**src/rtl/led_status_ctrl.sv**
```systemverilog
// ============================================================================
// Module   : led_status_ctrl
// Purpose  : Registered four-state front-panel red/green status LED controller
//            with blink divider, activity stretch and error display.
// Options  : LED_ERROR_LATCH_EN - sticky error flag instead of the timed hold
// Revision : 1.0 - initial release
// ============================================================================
`default_nettype none

module led_status_ctrl #(
   parameter int NUM_BUSY        = 2,
   parameter int BLINK_BITS      = 24,
   parameter int STRETCH_CYCLES  = 1000000,
   parameter int ERR_HOLD_CYCLES = 4000000
) (
   input  logic                clk,
   input  logic                rst_n,
   input  logic                aurora_channel_up,
   input  logic [NUM_BUSY-1:0] sm_idle,
   input  logic                activity,
   input  logic                error_pulse,
   input  logic                error_clear,
   output logic                red_led,
   output logic                green_led,
   output logic [1:0]          status,
   output logic [7:0]          err_count
);

   localparam int c_STRETCH_W = $clog2(STRETCH_CYCLES + 1);

   typedef enum logic [1:0] {
      ST_LINK_DOWN = 2'b00,
      ST_BUSY      = 2'b01,
      ST_READY     = 2'b10,
      ST_ERROR     = 2'b11
   } state_t;

   state_t                 r_state;
   state_t                 w_state_next;
   logic [BLINK_BITS-1:0]  r_div;
   logic                   r_phase;
   logic                   r_valid;
   logic [c_STRETCH_W-1:0] r_stretch;
   logic [7:0]             r_err_count;
   logic                   r_red;
   logic                   r_green;
   logic                   w_red_next;
   logic                   w_green_next;
   logic                   w_err_active;

`ifdef LED_ERROR_LATCH_EN
   logic r_err_flag;
   logic w_err_flag_next;

   // A pulse in the same cycle as a clear wins so no event is lost.
   always_comb begin
      w_err_flag_next = r_err_flag;
      if (error_pulse)
         w_err_flag_next = 1'b1;
      else if (error_clear)
         w_err_flag_next = 1'b0;
   end

   always_ff @(posedge clk or negedge rst_n) begin
      if (!rst_n)
         r_err_flag <= 1'b0;
      else
         r_err_flag <= w_err_flag_next;
   end

   assign w_err_active = w_err_flag_next;
`else
   localparam int c_ERR_W = $clog2(ERR_HOLD_CYCLES + 1);

   logic [c_ERR_W-1:0] r_err_timer;
   logic [c_ERR_W-1:0] w_err_timer_next;

   always_comb begin
      w_err_timer_next = r_err_timer;
      if (error_pulse)
         w_err_timer_next = c_ERR_W'(ERR_HOLD_CYCLES);
      else if (error_clear)
         w_err_timer_next = '0;
      else if (r_err_timer != '0)
         w_err_timer_next = r_err_timer - c_ERR_W'(1);
   end

   always_ff @(posedge clk or negedge rst_n) begin
      if (!rst_n)
         r_err_timer <= '0;
      else
         r_err_timer <= w_err_timer_next;
   end

   assign w_err_active = (w_err_timer_next != '0);
`endif

   always_ff @(posedge clk or negedge rst_n) begin
      if (!rst_n) begin
         r_div     <= '0;
         r_stretch <= '0;
      end else begin
         r_div <= r_div + BLINK_BITS'(1);
         if (activity)
            r_stretch <= c_STRETCH_W'(STRETCH_CYCLES);
         else if (r_stretch != '0)
            r_stretch <= r_stretch - c_STRETCH_W'(1);
      end
   end

   always_ff @(posedge clk or negedge rst_n) begin
      if (!rst_n)
         r_err_count <= 8'd0;
      else if (error_clear)
         r_err_count <= {7'd0, error_pulse};
      else if (error_pulse && (r_err_count != 8'hFF))
         r_err_count <= r_err_count + 8'd1;
   end

   // State and phase register together so the LED stage sees a coherent pair.
   always_ff @(posedge clk or negedge rst_n) begin
      if (!rst_n) begin
         r_state <= ST_LINK_DOWN;
         r_phase <= 1'b0;
         r_valid <= 1'b0;
         r_red   <= 1'b1;
         r_green <= 1'b1;
      end else begin
         r_state <= w_state_next;
         r_phase <= r_div[BLINK_BITS-1];
         r_valid <= 1'b1;
         r_red   <= w_red_next;
         r_green <= w_green_next;
      end
   end

   always_comb begin
      w_state_next = ST_READY;
      if (w_err_active)
         w_state_next = ST_ERROR;
      else if (!aurora_channel_up)
         w_state_next = ST_LINK_DOWN;
      else if (!(&sm_idle))
         w_state_next = ST_BUSY;
   end

   // LEDs are active-low; the first cycle after reset keeps both dark.
   always_comb begin
      w_red_next   = 1'b1;
      w_green_next = 1'b1;
      if (r_valid) begin
         case (r_state)
            ST_LINK_DOWN: w_red_next = r_phase;
            ST_BUSY:      w_red_next = 1'b0;
            ST_READY:     w_green_next = (r_stretch != '0);
            ST_ERROR: begin
               w_red_next   = r_phase;
               w_green_next = ~r_phase;
            end
            default: ;
         endcase
      end
   end

   assign red_led   = r_red;
   assign green_led = r_green;
   assign status    = r_state;
   assign err_count = r_err_count;

endmodule

`default_nettype wire

```
**config.mk**
```make
export PLATFORM = sky130hd
export DESIGN_NAME = led_status_ctrl
export DESIGN_NICKNAME = d
export VERILOG_FILES = /design/src/rtl/led_status_ctrl.sv
export SDC_FILE = /design/constraint.sdc
export NUM_CORES = 1
export LEC_CHECK = 0
export CORE_ASPECT_RATIO = 1.1
export CORE_UTILIZATION = 65
export CTS_BUF_LIST = sky130_fd_sc_hd__clkbuf_2 sky130_fd_sc_hd__clkbuf_4 sky130_fd_sc_hd__clkbuf_8
export DETAILED_ROUTE_END_ITERATION = 8
export PLACE_DENSITY = 0.85
export SYNTH_ARGS = -nofsm -noshare
export SYNTH_HDL_FRONTEND = slang
export SYNTH_SLANG_ARGS = --single-unit
```
**constraint.sdc**
```tcl
create_clock -name clk -period 3.6 [get_ports clk]
set_input_delay 0.72 -clock clk [delete_from_list [all_inputs] [get_ports clk]]
set_output_delay 0.72 -clock clk [all_outputs]
set_load 0.05 [all_outputs]
```
==> run_results.csv, run 1 <==
group,metric,value,unit
synthesis,ys_seq_area_share,50.0,%
floorplanning,io_pins,20,
status,status,"finished clean",
detailed_routing,dr.first_iter.drc_count,191,
worst_setup_path,worst-r2r-cell-count,9,
detailed_routing,wl,7.85,mm
clock_tree,clk_pin_slew,80,ps
synthesis,yosysWarningCount,0,
final_layout,final_cell_area,4480,um^2
detailed_routing,antenna_left,0,
sta,period_minus_slack,2870,ps
worst_setup_path,critPathKind,"reg -> reg",
final_layout,area_growth,11.8,%
detailed_routing,vias_per_cell,5.93,
synthesis,async_flop_share,100,%
final_layout,n_antenna_cell,0,
synthesis,synth_area_per_cell,10.1,um^2
sta,clock_skew,8.72,ps
clock_tree,cts_resized,0,
power_and_ir_drop,vdd_drop_max,365,uV
clock_tree,htreeDepth,3,
final_layout,drive_above_1_share,8.04,%
sta,setup_violations,0,
synthesis,ys_seq_elements,80,
sta,rsz0062_at_grt,"false",
hold_path,min_path_type,"reg -> reg",
floorplanning,die_h,84.4,um
floorplanning,rows,29,
clock_tree,cts_hold_buf,0,
floorplanning,dieArea,6490,um^2
global_route,grt_pass1_wl,13.4,mm
sta,hold_viol_final,0,
worst_setup_path,arrival,3080,ps
placement,post_dp_cell_area,4260,um^2
final_layout,fin_nets,434,
sta,fmax,349,MHz
run,cap_violations,0,
worst_setup_path,crit_path_end_kind,"flop",
global_route,grt_pass1_vias,2893,
synthesis,syn-cell-area,4010,um^2
clock_tree,cts.sinks,80,
power_and_ir_drop,leakagePower,1.91,nW
clock_tree,cts_setup_buffers,0,
global_route,grt_max_degree,81,
clock_tree,cts_buffers,9,
synthesis,synth-edff-count,0,
detailed_routing,wire_per_inst,15.7,um
synthesis,synth_top_flop_cell,"dfrtp_1",
clock_tree,clk-insertion-delay-late,350,ps
final_layout,post-route-util,76.7,%
final_layout,fillers,396,
worst_setup_path,path_max_fanout,7,
sta,worst_pin_slew,975,ps
placement,post-dp-hpwl,5.43,mm
synthesis,yosysUniqueCellTypes,55,
clock_tree,tritoncts,"done",
floorplanning,fp.dieW,76.9,um
sta,relSlewSlack,35.0,%
placement,numPortBuffers,19,
synthesis,ys_top_cells_by_count,"dfrtp_1, nor2_1, nand2_1, xnor2_1, nand3_1",
hold_path,hold-path-cell-count,0,
clock_tree,cts_root_buf,"clkbuf_8",
worst_setup_path,worst_setup_path_start_kind,"flop",
global_route,grt_overflow,0,
synthesis,synth_top_area_cell,"dfrtp_1",
clock_tree,cts_buffer_depth,2,
synthesis,synthTopCellsByArea,"dfrtp_1, xnor2_1, nor2_1",
placement,place.gp.congestion,0.919,
synthesis,yosysMostFrequentCell,"dfrtp_1",
sta,setup-tns-final,0,ps
detailed_routing,num_vias,2965,
global_route,grt.total_usage,26.4,%
worst_setup_path,required,3810,ps
detailed_routing,firstDrtPassIters,5,
floorplanning,initial_utilization,68.6,%
power_and_ir_drop,powerDensity,440,nW/um^2
synthesis,synthCells,396,
global_route,antenna_found_initial,0,
sta,final-max-slew-violation-count,0,
sta,post-route-period-util,79.6,%
synthesis,syn_nets,412,
synthesis,yosysTopAreaCellShare,48.7,%
floorplanning,coreArea,5840,um^2
detailed_routing,drc,0,
-- worst max-delay path, cell delays in order, from the launching register on --
cell	delay (ps)
dfrtp_1	410
inv_1	130
ha_1	150
or3b_2	510
nor3_4	260
and2_1	350
o311ai_1	140
a211o_1	330
nor4_2	310
nand3_1	140
-- sequential cells by signal (all words and copies together) (netlist names) --
signal       count
r_valid          1
err_count        8
red_led          1
r_err_timer     22
r_div           24
status           2
r_stretch       20
r_phase          1
green_led        1
-- kinds of logic after synthesis --
| logic type | Yosys count | share of synthesized area (%) |
|---|---|---|
| xor gates and xnor gates | 50 | 10.9 |
| muxes | 6 | 1.50 |
| other | 1 | 0.0935 |
| AOI/OAI and AO/OA | 47 | 7.80 |
| and+or+nand+nor | 182 | 24.9 |
| adders and majority gates | 8 | 2.50 |
| buffers and inverters | 22 | 2.31 |
| DFF | 80 | 50.0 |
-- per-layer routing --
layer  share of wire, %  track usage, %  vias up
met5                  0               0        -
met4                1.6            12.2        0
met2                 51            45.2       78
li1                   -               -     1433
met1                 43            33.4     1442
met3                3.9            3.37       12
-- power breakdown --
part,internal (W),total (W),switching [W]
combinational,0.000107,0.000270,0.000164
sequential,0.000936,0.000985,0.0000490
clock,0.000406,0.000718,0.000312
-- cell usage in the layout, fill, tap and decap left out, drive strengths merged, types with 3 or more instances in the layout --
| cell type | count |
|---|---|
| xnor2 | 30 |
| and3 | 9 |
| nand2b | 3 |
| a211oi | 3 |
| mux2i | 6 |
| or3 | 7 |
| nor2b | 4 |
| clkdlybuf4s50 | 18 |
| nor3 | 14 |
| buf | 3 |
| or4 | 4 |
| a211o | 3 |
| xor2 | 20 |
| nand4 | 6 |
| nand3 | 22 |
| ha | 8 |
| clkinv | 3 |
| o21ai | 10 |
| nand2 | 34 |
| dfrtp | 78 |
| a2111oi | 3 |
| nor2 | 48 |
| nand3b | 4 |
| a21oi | 12 |
| inv | 11 |
| nor4 | 14 |
| a31oi | 3 |
| clkbuf | 11 |
| and4 | 3 |
-- metrics by stage --
step                total power [W]  std cells  hold slack [ps]  setup slack [ps]
global route                0.00206        500              400               499
CTS                         0.00199        500              395               806
global placement            0.00126        484              383               915
detailed placement          0.00127        484              390               803
finish                      0.00197        500              396               734
floorplan                   0.00119        396              372              1150
-- path summary, 6_finish.rpt --
path / start / end / slack [ps]
max: r_err_timer[0] / status[0] / 730
min: r_div[23] / r_phase / 400
max reg2reg: r_err_timer[0] / status[0] / 730
min reg2reg: r_div[23] / r_phase / 400
max in group asynchronous: rst_n / r_err_timer[19] / 2440
min in group asynchronous: rst_n / r_div[21] / 520
-- layout make-up --
type	instances	area [um^2]	area share, %
inverters	12	45.0	1.01
multi-input cells	294	1910	42.7
repair buffers	21	203	4.52
well taps	77	96.3	2.15
clock inverters	5	81.3	1.81
flip-flops and latches	80	2000	44.7
clock buffers	11	139	3.10
No activity file was read; power rests on OpenSTA's default activity.
==> run 2, diff against run 1 <==
- CORE_UTILIZATION: 65 -> 62
- PLACE_DENSITY: 0.85 -> 0.82
- clock period: 3.6 -> 2.8 ns (I/O delays scaled with it)
==> run 2 against run 1 <==
Against the previous run:
- register-to-register slack got worse by 620 ps
- fmax increased by 6.7%
- sequential share of layout area decreased by 1.6 points
- combinational power increased by 43%
- sequential power increased by 29%
- critical path depth decreased by 1
- die area increased by 4.7%
- final cell count increased by 3.6%
- critical path type unchanged
==> run_results.csv, run 2 (synthesis results as in run 1) <==
group,metric,value,unit
clock_tree,tritoncts,"done",
worst_setup_path,critPathMaxStageDelay,470,ps
detailed_routing,vias_per_cell,6.00,
final_layout,area_growth,16.0,%
global_route,grt_max_degree,55,
detailed_routing,antenna_left,0,
global_route,globalRouteMet1Util,33.7,%
sta,fmax,372,MHz
worst_setup_path,required,3010,ps
global_route,grt_overflow,0,
global_route,use_met2,43.6,%
sta,period_minus_slack,2690,ps
worst_setup_path,critPathKind,"reg -> reg",
final_layout,largest_register_ffs,24,
placement,numPortBuffers,19,
floorplanning,dieArea,6790,um^2
global_route,antenna_found_initial,0,
power_and_ir_drop,powerDensity,544,nW/um^2
floorplanning,fp.dieW,78.7,um
final_layout,drive_above_1_share,12.1,%
clock_tree,htreeDepth,3,
power_and_ir_drop,vdd_drop_max,432,uV
run,cap_violations,0,
clock_tree,cts_root_buf,"clkbuf_8",
clock_tree,cts.sinks,80,
final_layout,layout_common_cells,"dfrtp_1, nor2_1, nand2_1",
power_and_ir_drop,leakagePower,2.00,nW
floorplanning,rows,30,
floorplanning,io_pins,20,
detailed_routing,firstDrtPassIters,4,
global_route,grt-busiest-layer,"met2",
global_route,grt.total_usage,26.3,%
floorplanning,die_h,86.4,um
worst_setup_path,crit_path_start,"r_err_timer[14]",
worst_setup_path,path_max_fanout,4,
clock_tree,cts_buffer_depth,2,
worst_setup_path,cp_num_buf_inv,1,
sta,final-max-slew-violation-count,0,
worst_setup_path,cpLargestDelayFamily,"simple AND/OR/NAND/NOR gates",
global_route,grt_pass1_wl,13.7,mm
global_route,grt_pass1_vias,3030,
final_layout,final_common_cell,"dfrtp_1",
sta,relSlewSlack,53.7,%
detailed_routing,wire_per_inst,16.1,um
placement,post_dp_cell_area,4370,um^2
final_layout,top_register,"r_div",
worst_setup_path,worstReg2RegStart,"r_err_timer[14]",
status,status,"finished clean",
final_layout,n_antenna_cell,0,
power_and_ir_drop,power.total,0.00253,W
clock_tree,clk_pin_slew,90,ps
worst_setup_path,worst_setup_path_start_kind,"flop",
global_route,met3_usage,5.37,%
detailed_routing,dr.first_iter.drc_count,193,
worst_setup_path,regToRegSetupSlack,110,ps
final_layout,final_cell_area,4650,um^2
detailed_routing,wl,8.36,mm
worst_setup_path,arrival,2890,ps
placement,post-dp-hpwl,5.60,mm
sta,setup_violations,0,
final_layout,fillers,414,
placement,pre_cts_ws,125,ps
sta,worst_pin_slew,694,ps
sta,clock_skew,9.26,ps
sta,setup_slack,114,ps
sta,setup-tns-final,0,ps
worst_setup_path,critPathSlowestCell,"or3_1",
detailed_routing,num_vias,3108,
sta,hold_viol_final,0,
clock_tree,cts_buffers,9,
final_layout,top_regs,"r_div: 24 flops, r_err_timer: 22 flops, r_stretch: 20 flops",
floorplanning,initial_utilization,64.7,%
worst_setup_path,crit_path_end_kind,"flop",
detailed_routing,drc,0,
floorplanning,coreArea,6190,um^2
sta,post-route-period-util,95.9,%
worst_setup_path,path_cells,"or3_1 > or4_1 > a211oi_1 > mux2i_1 > o221ai_1 > nor4_2 > buf_4 > nand3_1",
final_layout,fin_nets,449,
placement,place.gp.congestion,0.935,
clock_tree,clk-insertion-delay-late,340,ps
hold_path,min_path_type,"in -> async",
-- run 2: cell types whose count changed in the layout (fill, tap and decap cells not counted), sizes merged --
cell / delta
bufinv: -1
inv: +1
buf: +15
-- run 2: area by class of cell --
cell class	count	area [um^2]	share of cell area [%]
clock inverter	5	63.8	1.37
timing repair buffer	36	328	7.05
clock buffer	11	145	3.12
multi-input combinational	294	1960	42.2
tap	80	100	2.15
sequential	80	2000	43.1
inverter	12	45.0	0.969
-- run 2: repair_timing --
item                                    CTS  global route
endpoints found under the setup margin    0             2
resized for setup                         0            10
hold buffers                              0             0
hold endpoints to repair                  0             0
setup buffers                             0             3
-- run 2: final timing paths --
path / endpoint / cells after the start
setup / recovery: status[0] / 8
hold / removal: r_valid / 1
setup reg to reg: status[0] / 8
hold reg to reg: green_led / 1
max in group asynchronous: r_err_timer[16] / 2
min in group clk: green_led / 1
-- run 2: stage by stage --
stage / util (%) / std cells / hold WS (ps)
final: 75.1 / 518 / 244
after global routing: 75.1 / 518 / 311
after CTS: 73.9 / 515 / 279
after detailed placement: 70.5 / 499 / 395
after global placement: 70.5 / 499 / 394
after floorplan: - / 396 / 264
-- run 2: report_power, final --
group | total (W) | internal, W | switching, W | leakage, nW
clock network | 0.000881 | 0.000453 | 0.000428 | 0.104
registers | 0.00127 | 0.00120 | 0.0000636 | 1.01
logic | 0.000385 | 0.000163 | 0.000222 | 0.882
-- run 2: per-layer routing --
metal / wire, um / vias to the layer above
met3: 424 / 14
met4: 163 / 0
met1: 3510 / 1525
met5: 0 / -
met2: 4260 / 100
li1: - / 1469
==> run 3, diff against run 2 <==
- CORE_UTILIZATION: 62 -> 60
- CTS_BUF_LIST: sky130_fd_sc_hd__clkbuf_2 sky130_fd_sc_hd__clkbuf_4 sky130_fd_sc_hd__clkbuf_8 -> sky130_fd_sc_hd__clkbuf_4 sky130_fd_sc_hd__clkbuf_8 sky130_fd_sc_hd__clkbuf_16
- GPL_TIMING_DRIVEN: unset -> 0
- PLACE_DENSITY: 0.82 -> 0.8
==> run 3 against run 2 <==
Against the previous run:
- setup slack got worse by 54 ps
- register-to-register slack lost 50 ps
- critical path depth grew 2
- non-clock buffer count rose by 1
- first-iteration DRC count rose by 73%
- largest power group unchanged
==> run_results.csv, run 3 (synthesis results as in run 1) <==
group,metric,value,unit
global_route,grt_overflow,0,
final_layout,final_common_cell,"dfrtp_1",
global_route,grt_pass1_vias,2986,
placement,pre_cts_ws,-133,ps
global_route,use_met2,41.4,%
final_layout,top_register,"r_div",
detailed_routing,wl,8.26,mm
detailed_routing,wire_per_inst,15.9,um
power_and_ir_drop,leakagePower,1.98,nW
floorplanning,dieArea,7020,um^2
detailed_routing,antenna_left,0,
detailed_routing,num_vias,3096,
worst_setup_path,crit_path_end_kind,"flop",
sta,hold_viol_final,0,
floorplanning,rows,30,
clock_tree,clk_pin_slew,90,ps
sta,clock_skew,11.3,ps
final_layout,area_growth,16.8,%
detailed_routing,dr.first_iter.drc_count,333,
floorplanning,io_pins,20,
worst_setup_path,critPathSlowestCell,"a2111oi_1",
final_layout,drive_above_1_share,12.3,%
sta,final-max-slew-violation-count,0,
floorplanning,fp.dieW,80.0,um
floorplanning,coreArea,6310,um^2
final_layout,top_regs,"r_div: 24 flops, r_err_timer: 22 flops, r_stretch: 20 flops",
global_route,grt.total_usage,25.6,%
placement,numPortBuffers,19,
final_layout,largest_register_ffs,24,
worst_setup_path,regToRegEndpoint,"status[0]",
global_route,grt_max_degree,55,
sta,fmax,365,MHz
power_and_ir_drop,vdd_drop_max,447,uV
sta,setup_violations,0,
sta,worst_pin_slew,625,ps
clock_tree,cts_buffers,9,
sta,setup_slack,60.0,ps
clock_tree,tritoncts,"done",
detailed_routing,firstDrtPassIters,5,
global_route,grt_pass1_wl,13.6,mm
worst_setup_path,path_cells,"inv_1 > ha_1 > or3b_4 > nor3_4 > buf_4 > a2111oi_1 > xnor2_1 > o221ai_1 > nor4_2 > nand3_1",
status,status,"finished clean",
clock_tree,cts_root_buf,"clkbuf_8",
final_layout,multi_input_area,2010,um^2
sta,period_minus_slack,2740,ps
final_layout,fillers,448,
final_layout,fin_nets,450,
worst_setup_path,required,3030,ps
worst_setup_path,arrival,2970,ps
worst_setup_path,critPathMaxStageDelay,630,ps
worst_setup_path,cp_num_buf_inv,2,
clock_tree,cts_buffer_depth,2,
placement,place.gp.congestion,0.902,
worst_setup_path,cpLargestDelayFamily,"compound AO/OA/AOI/OAI gates",
sta,post-route-period-util,97.9,%
sta,relSlewSlack,58.2,%
worst_setup_path,worst-r2r-cell-count,10,
clock_tree,cts_hold_buf,0,
floorplanning,initial_utilization,63.6,%
final_layout,seq_area,2000,um^2
placement,post-dp-hpwl,5.44,mm
worst_setup_path,path_max_fanout,5,
worst_setup_path,worst_setup_path_start_kind,"flop",
detailed_routing,drc,0,
clock_tree,cts.sinks,80,
power_and_ir_drop,powerDensity,543,nW/um^2
final_layout,post_layout_nonfiller_instances,519,
placement,placedCellCount,496,
worst_setup_path,crit_cells,10,
global_route,globalRouteMet1Util,33.5,%
worst_setup_path,critPathKind,"reg -> reg",
run,cap_violations,0,
global_route,grt-busiest-layer,"met2",
hold_path,min_path_type,"in -> async",
detailed_routing,vias_per_cell,5.97,
floorplanning,die_h,87.7,um
final_layout,layout_common_cells,"dfrtp_1, nor2_1, nand2_1",
final_layout,n_antenna_cell,0,
global_route,met3_usage,4.48,%
worst_setup_path,regToRegSetupSlack,60,ps
clock_tree,clk-insertion-delay-late,370,ps
global_route,antenna_found_initial,0,
worst_setup_path,worstReg2RegStart,"r_err_timer[1]",
clock_tree,htreeDepth,3,
-- run 3: what timing repair did --
item                                   CTS  global route
setup endpoints to repair                2             2
endpoints found under the hold margin    0             0
setup buffers                            3             4
pin swaps                                2             3
resized for setup                        5            15
-- run 3: metal layers --
metal | part of all wire (%) | vias to the layer above
met4 | 2.5 | 0
met2 | 49 | 89
met1 | 44 | 1515
li1 | - | 1469
met3 | 4.3 | 23
met5 | 0 | -
-- run 3: how the worst max path moves through the flow --
stage,start,end,slack (ps)
6_report,r_err_timer[1],status[0],60
5_1_grt,r_err_timer[1],status[0],-100
4_1_cts,r_err_timer[5],status[0],20
3_5_place_dp,r_err_timer[5],status[0],-130
3_3_place_gp,rst_n,r_div[19],-1550
2_1_floorplan,r_err_timer[0],status[1],350
-- run 3: cell type report --
cell class	instances	share of cell area [%]
multi-input cells	294	43.0
clock inverters	7	1.68
clock buffers	9	2.65
flip-flops and latches	80	42.8
inverters	12	0.962
plain buffers	10	1.07
well taps	80	2.14
repair buffers	27	5.72
-- run 3: per-stage QoR --
stage	hold slack, ps	setup TNS, ps	utilization [%]	instance area [um^2]	total power [W]
after floorplan	264	0	-	4010	0.00153
after global placement	385	-121700	68.2	4300	0.00162
after detailed placement	389	-235	68.6	4330	0.00164
after CTS	99.7	0	72.6	4580	0.00253
after global routing	128	-176	74.2	4680	0.00265
final	92.6	0	74.2	4680	0.00254
-- run 3: report_power, final --
| part | leakage [nW] | total (W) | switching (W) | internal, W |
|---|---|---|---|---|
| clock | 0.0982 | 0.000885 | 0.000462 | 0.000422 |
| sequential | 1.01 | 0.00126 | 0.0000611 | 0.00120 |
| combinational | 0.869 | 0.000396 | 0.000233 | 0.000163 |
| total | 1.98 | 0.00254 | 0.000756 | 0.00179 |
==> RTL change 1, RTL diff (config.mk and constraints of run 3) <==
Build with the macro `LED_ERROR_LATCH_EN` defined.
--- a/src/rtl/led_status_ctrl.sv
+++ b/src/rtl/led_status_ctrl.sv
@@ -6,6 +6,8 @@
 // Revision : 1.0 - initial release
 // ============================================================================
 `default_nettype none
+
+`define LED_ERROR_LATCH_EN
 
 module led_status_ctrl #(
    parameter int NUM_BUSY        = 2,
Behaviour: same outputs for any inputs over 10 cycles, from zero or initial values and one cycle with rst_n low; that may be too few to reach the edited logic, so the function may still have changed.
==> RTL change 1 against run 3 <==
Sequential cell count down 21; utilization rose by 0.052 points; critical path type unchanged; worst setup slack gained 0.37 ns; critical path depth is 3 lower; power shrank 28%; area after synthesis fell by 29%; cell area fell by 30%; wire length fell by 42%.
==> RTL change 1: results (changes against run 3) <==
CTS
  – Clock Tree Root: clkbuf_8 (unchanged)
  – Clock buffer count from CTS: 9 (unchanged)
  – Clk Latency, worst-skew pair: 0.32 ns (was 0.37 ns)
  – Clock tree buffer depth: 2 (unchanged)
  – CTS resizes: 0 (was 5)
  – H-tree depth: 3 (unchanged)
  – Setup bufs post-CTS: 0 (was 3)
  – Clk pin slew, worst setup/hold paths: 0.06 ns (was 0.09 ns)

Route
  – Iter 0 DRT Violations: 113 (was 333)
  – Detailed-route via count: 1,926 (was 3,096)
  – Router iterations before antenna repair: 4 (was 5)
  – WL final: 4770 um (was 8260 um)
  – Average wire per standard cell: 13.6 um (was 15.9 um)

Logic synthesis
  – Avg Inst Size Synth: 10.8 um2 (was 10.1 um2)
  – Synth top cells by count: dfrtp_1 (57), nor2_1 (27), nand2_1 (21), xnor2_1 (21), xor2_1 (21) (was dfrtp_1 (78), nor2_1 (48), nand2_1 (34), xnor2_1 (30), nand3_1 (21))
  – Total nets after synthesis: 278 (was 412)
  – Yosys cell types: 44 (was 55)
  – Synth top area cells: dfrtp_1 (50%), xnor2_1 (6.5%), xor2_1 (6.5%) (was dfrtp_1 (49%), xnor2_1 (6.6%), nor2_1 (4.5%))
  – Synth warnings: 0 (unchanged)
  – Post-synthesis sequential area ratio: 0.523 (was 0.500)
  – Top_reg_cell synth: dfrtp_1 (unchanged)
  – Asr flop ratio synth: 1.00 (unchanged)

Timing
  – Setup ws final: 0.435 ns (was 0.0600 ns)
  – Max transition margin: 0.494 (was 0.582)
  – Clock skew: 0.00754 ns (was 0.0113 ns)

Worst hold path
  – Min-delay worst type: in2async (unchanged)

Global route
  – Gr usage total: 0.220 (was 0.256)
  – Vias in the first global route: 1,850 (was 2,986)
  – Met2 usage: 0.350 (was 0.414)
  – Initial antenna violation count: 0 (unchanged)
  – Grt met1 use: 0.277 (was 0.335)
  – GR met3 Demand/Resource: 0.0506 (was 0.0448)
  – Largest net degree at the start of global routing: 34 (was 55)
  – Global-route wire length before repair: 8060 um (was 13,600 um)

Power
  – Worst vdd ir: 481 uV (was 447 uV)
  – Leakage: 0.00143 uW (was 0.00198 uW)
  – Switching Share: 0.249 (was 0.297)

Placed design
  – Dpl ws: 0.529 ns (was -0.133 ns)
  – Placed cells: 336 (was 496)
  – Final HPWL DP: 3300 um (was 5440 um)
  – Port Buffer Count: 18 (was 19)
  – GPL Wtd Cong: 0.777 (was 0.902)

Outcome
  – Status: finished, final reports clean (unchanged)

Layout
  – Max FFs per register: 24 (unchanged)
  – Antenna Cells: 0 (unchanged)
  – Final #Nets: 308 (was 450)
  – Biggest register: r_div (unchanged)
  – Share of cells above drive strength 1: 0.114 (was 0.123)

Critical path
  – Crit-path slowest cell: nor4b_1 (was a2111oi_1)
  – CP peak stage delay: 0.62 ns
  – CP arrival: 2.56 ns (was 2.97 ns)
  – CP startpoint: r_stretch[0] (was r_err_timer[1])
  – CP max FO: 5 (unchanged)
## RTL change 1: cell type report
cell class,instances,area [um2]
inverters,9,33.8
flip-flops and latches,59,1480
repair buffers,19,195
clock buffers,14,174
well taps,54,67.6
clock inverters,2,10.0
plain buffers,5,33.8
multi-input cells,190,1280
fillers,324,1130
## RTL change 1: final timing paths
check / endpoint / cells after the start
worst max-delay path: r_stretch[12] / 7
worst min-delay path: r_stretch[8] / 1
worst max register to register: r_stretch[12] / 7
worst min register to register: r_phase / 0
max in group asynchronous: green_led / 2
min in group clk: r_phase / 0
## RTL change 1: power groups by stage
| stage | Combinational [uW] | Clock (uW) | Sequential, uW |
|---|---|---|---|
| finish | 212 | 693 | 928 |
| global route | 233 | 748 | 932 |
| CTS | 215 | 713 | 928 |
| detailed placement | 212 | 0 | 943 |
| global placement | 207 | 0 | 941 |
| floorplan | 122 | 0 | 961 |
## RTL change 1: critical path, delay by kind of cell (launching register included)
kind	cells	cell delay, ns
xor gates and xnor gates	1	0.18
adders and majority gates	1	0.19
buffers and inverters	1	0.10
DFF	1	0.42
and+or+nand+nor	4	1.35
## RTL change 1: through the flow
step	hold WS (ns)	TNS (ns)	area (um2)	total power, uW
5_1_grt	0.375	0	3280	1910
2_1_floorplan	0.264	0	2830	1080
6_report	0.308	0	3280	1830
3_3_place_gp	0.384	-34.63	3080	1150
4_1_cts	0.320	0	3280	1860
3_5_place_dp	0.386	0	3090	1160
## RTL change 1: cells by family after synthesis
kind of cell	count (synthesis)	share of synthesized area
and+or+nand+nor	118	0.241
DFF	59	0.523
xor gates and xnor gates	42	0.130
AOI/OAI and AO/OA	19	0.0394
buffers and inverters	14	0.0239
adders and majority gates	7	0.0309
muxes	3	0.0111
other	1	0.00132
## RTL change 1: metal layers
metal,wire [um],vias up
met3,140,8
met2,2330,30
met1,2240,935
met5,0,-
li1,-,953
met4,63,0
==> RTL change 2, RTL diff (settings of run 3) <==
Made on the original files. Put one more register stage on the output `red_led`, without a reset. The value now appears one clock later. The other outputs are not delayed to match.
--- a/src/rtl/led_status_ctrl.sv
+++ b/src/rtl/led_status_ctrl.sv
@@ -162,7 +162,9 @@
       end
    end
 
-   assign red_led   = r_red;
+   always_ff @(posedge clk) begin
+      red_led <= r_red;
+   end
    assign green_led = r_green;
    assign status    = r_state;
    assign err_count = r_err_count;
Behaviour: not the same (Yosys sat finds a counterexample within 4 cycles, from zero or initial values and one cycle with rst_n low).
==> RTL change 2 against run 3 <==
Power is 0.46% lower; cell area is 1.4% higher; worst setup slack worse by 0.027 ns; largest power group unchanged; sequential cell count is 1 higher; count of clock-buffer cells in the layout is 1 higher; area after synthesis is 0.50% higher; wire length is 2.4% higher.
==> RTL change 2: results (changes against run 3) <==
Outcome
  – Status: finished, final reports clean (unchanged)

Placed design
  – DP Area: 4350 um2 (was 4330 um2)
  – Final HPWL DP: 5450 um (was 5440 um)
  – Port Buffer Count: 19 (unchanged)
  – GPL Wtd Cong: 0.872 (was 0.902)
  – Dpl ws: -0.160 ns (was -0.133 ns)

Critical path
  – R2R Path Start: r_err_timer[15] (was r_err_timer[1])
  – CP arrival: 2.97 ns (about the same)
  – CP peak stage delay: 0.47 ns (was 0.63 ns)
  – Family with the most delay on the worst path: simple AND/OR/NAND/NOR gates (was compound AO/OA/AOI/OAI gates)
  – Crit-path slowest cell: or4_4 (was a2111oi_1)
  – CP max FO: 4 (was 5)
  – Startpoint types: flip-flop (unchanged)

Logic synthesis
  – Total nets after synthesis: 413 (was 412)
  – Synth warnings: 0 (unchanged)
  – Asr flop ratio synth: 0.988 (was 1.00)
  – Post-synthesis sequential area ratio: 0.502 (was 0.500)
  – Synth top cells by count: dfrtp_1 (78), nor2_1 (48), nand2_1 (34), xnor2_1 (30), nand3_1 (21) (unchanged)
  – Yosys cell types: 56 (was 55)
  – Synth top area cells: dfrtp_1 (48%), xnor2_1 (6.5%), nor2_1 (4.5%) (was dfrtp_1 (49%), xnor2_1 (6.6%), nor2_1 (4.5%))

CTS
  – Clk pin slew, worst setup/hold paths: 0.09 ns (about the same)
  – Clock Tree Root: clkbuf_8 (unchanged)
  – H-tree depth: 3 (unchanged)
  – Clk Latency, worst-skew pair: 0.35 ns (was 0.37 ns)
  – Clock tree buffer depth: 2 (unchanged)
  – Clock buffer count from CTS: 9 (unchanged)

Global route
  – Initial antenna violation count: 0 (unchanged)
  – Gr usage total: 0.254 (was 0.256)
  – Vias in the first global route: 2,963 (was 2,986)
  – Largest net degree at the start of global routing: 55 (unchanged)
  – Global-route wire length before repair: 13,500 um (was 13,600 um)

Layout
  – Share of cells above drive strength 1: 0.146 (was 0.123)
  – Antenna Cells: 0 (unchanged)
  – Fill cells: 418 (was 448)
  – Top Registers: r_div x24, r_err_timer x22, r_stretch x20 (unchanged)
  – Final #Nets: 458 (was 450)

Timing
  – Clock skew: 0.0142 ns (was 0.0113 ns)
  – Worst-Margin Slew: 0.511 ns (was 0.625 ns)

Power
  – Leakage: 0.00202 uW (was 0.00198 uW)
  – Power consumption: 2530 uW (was 2540 uW)
  – Worst vdd ir: 378 uV (was 447 uV)

Worst hold path
  – Min-delay worst type: in2async (unchanged)

Route
  – Iter 0 DRT Violations: 266 (was 333)
  – DR vias/cell: 5.93 (was 5.97)
  – Router iterations before antenna repair: 5 (unchanged)
  – Average wire per standard cell: 16.1 um (was 15.9 um)
==> RTL change 2: changes by cell type after synthesis <==
cell / delta
dfxtp_1: +1
==> RTL change 2: where the power goes <==
group	internal, uW	switching [uW]
registers	1220	64.1
clock network	430	417
logic	170	234
==> RTL change 2: worst paths after layout <==
| kind | end | slack [ns] | depth (start not counted) |
|---|---|---|---|
| worst max-delay path | status[1] | 0.03 | 7 |
| max in group asynchronous | r_red | 2.08 | 2 |
| min in group clk | green_led | 0.38 | 1 |
| worst min register to register | green_led | 0.38 | 1 |
| worst max register to register | status[1] | 0.03 | 7 |
| worst min-delay path | r_err_timer[2] | 0.11 | 1 |
==> RTL change 2: what timing repair did <==
action,CTS,global route
pin swaps,2,9
hold buffers,0,0
endpoints found under the hold margin,0,0
gates resized for setup,5,21
endpoints found under the setup margin,2,2
buffers inserted,3,11
==> RTL change 2: worst reg2reg max path, cell delays in order, from the launching register on <==
cell,delay [ns]
dfrtp_1,0.44
or3_4,0.43
or4_4,0.47
a211oi_4,0.27
mux2i_1,0.28
o221ai_1,0.18
nor4_2,0.42
nand3_1,0.13
==> RTL change 2: area by class of cell <==
| cell class | count | share of cell area |
|---|---|---|
| Sequential cell | 81 | 0.427 |
| Clock buffer | 10 | 0.0290 |
| Multi-Input combinational cell | 294 | 0.423 |
| Timing Repair Buffer | 34 | 0.0674 |
| Clock inverter | 5 | 0.0119 |
| Inverter | 12 | 0.00948 |
| Tap cell | 80 | 0.0211 |
| Buffer | 10 | 0.0111 |
==> RTL change 2: metrics by stage <==
stage | utilization | cells
3_5_place_dp | 0.685 | 497
4_1_cts | 0.722 | 515
6_report | 0.749 | 526
3_3_place_gp | 0.681 | 496
5_1_grt | 0.749 | 526
2_1_floorplan | - | 397
==> RTL change 2: kinds of logic after synthesis <==
logic type               Yosys count  share of synthesized area
adder cells (fa/ha/maj)            8                     0.0248
multiplexers                       6                     0.0149
other                              1                   0.000930
AO/OA/AOI/OAI                     47                     0.0776
AND/OR/NAND/NOR                  182                      0.248
buffers and inverters             22                     0.0230
flip-flops                        81                      0.502
XOR/XNOR                          50                      0.109
==> RTL change 2: metal layers <==
metal  up-vias  track usage  part of all wire
met1      1532        0.350              0.45
li1       1482            -                 -
met4         0       0.0893             0.010
met2        98        0.402              0.49
met3         8       0.0510             0.053
met5         -            0                 0
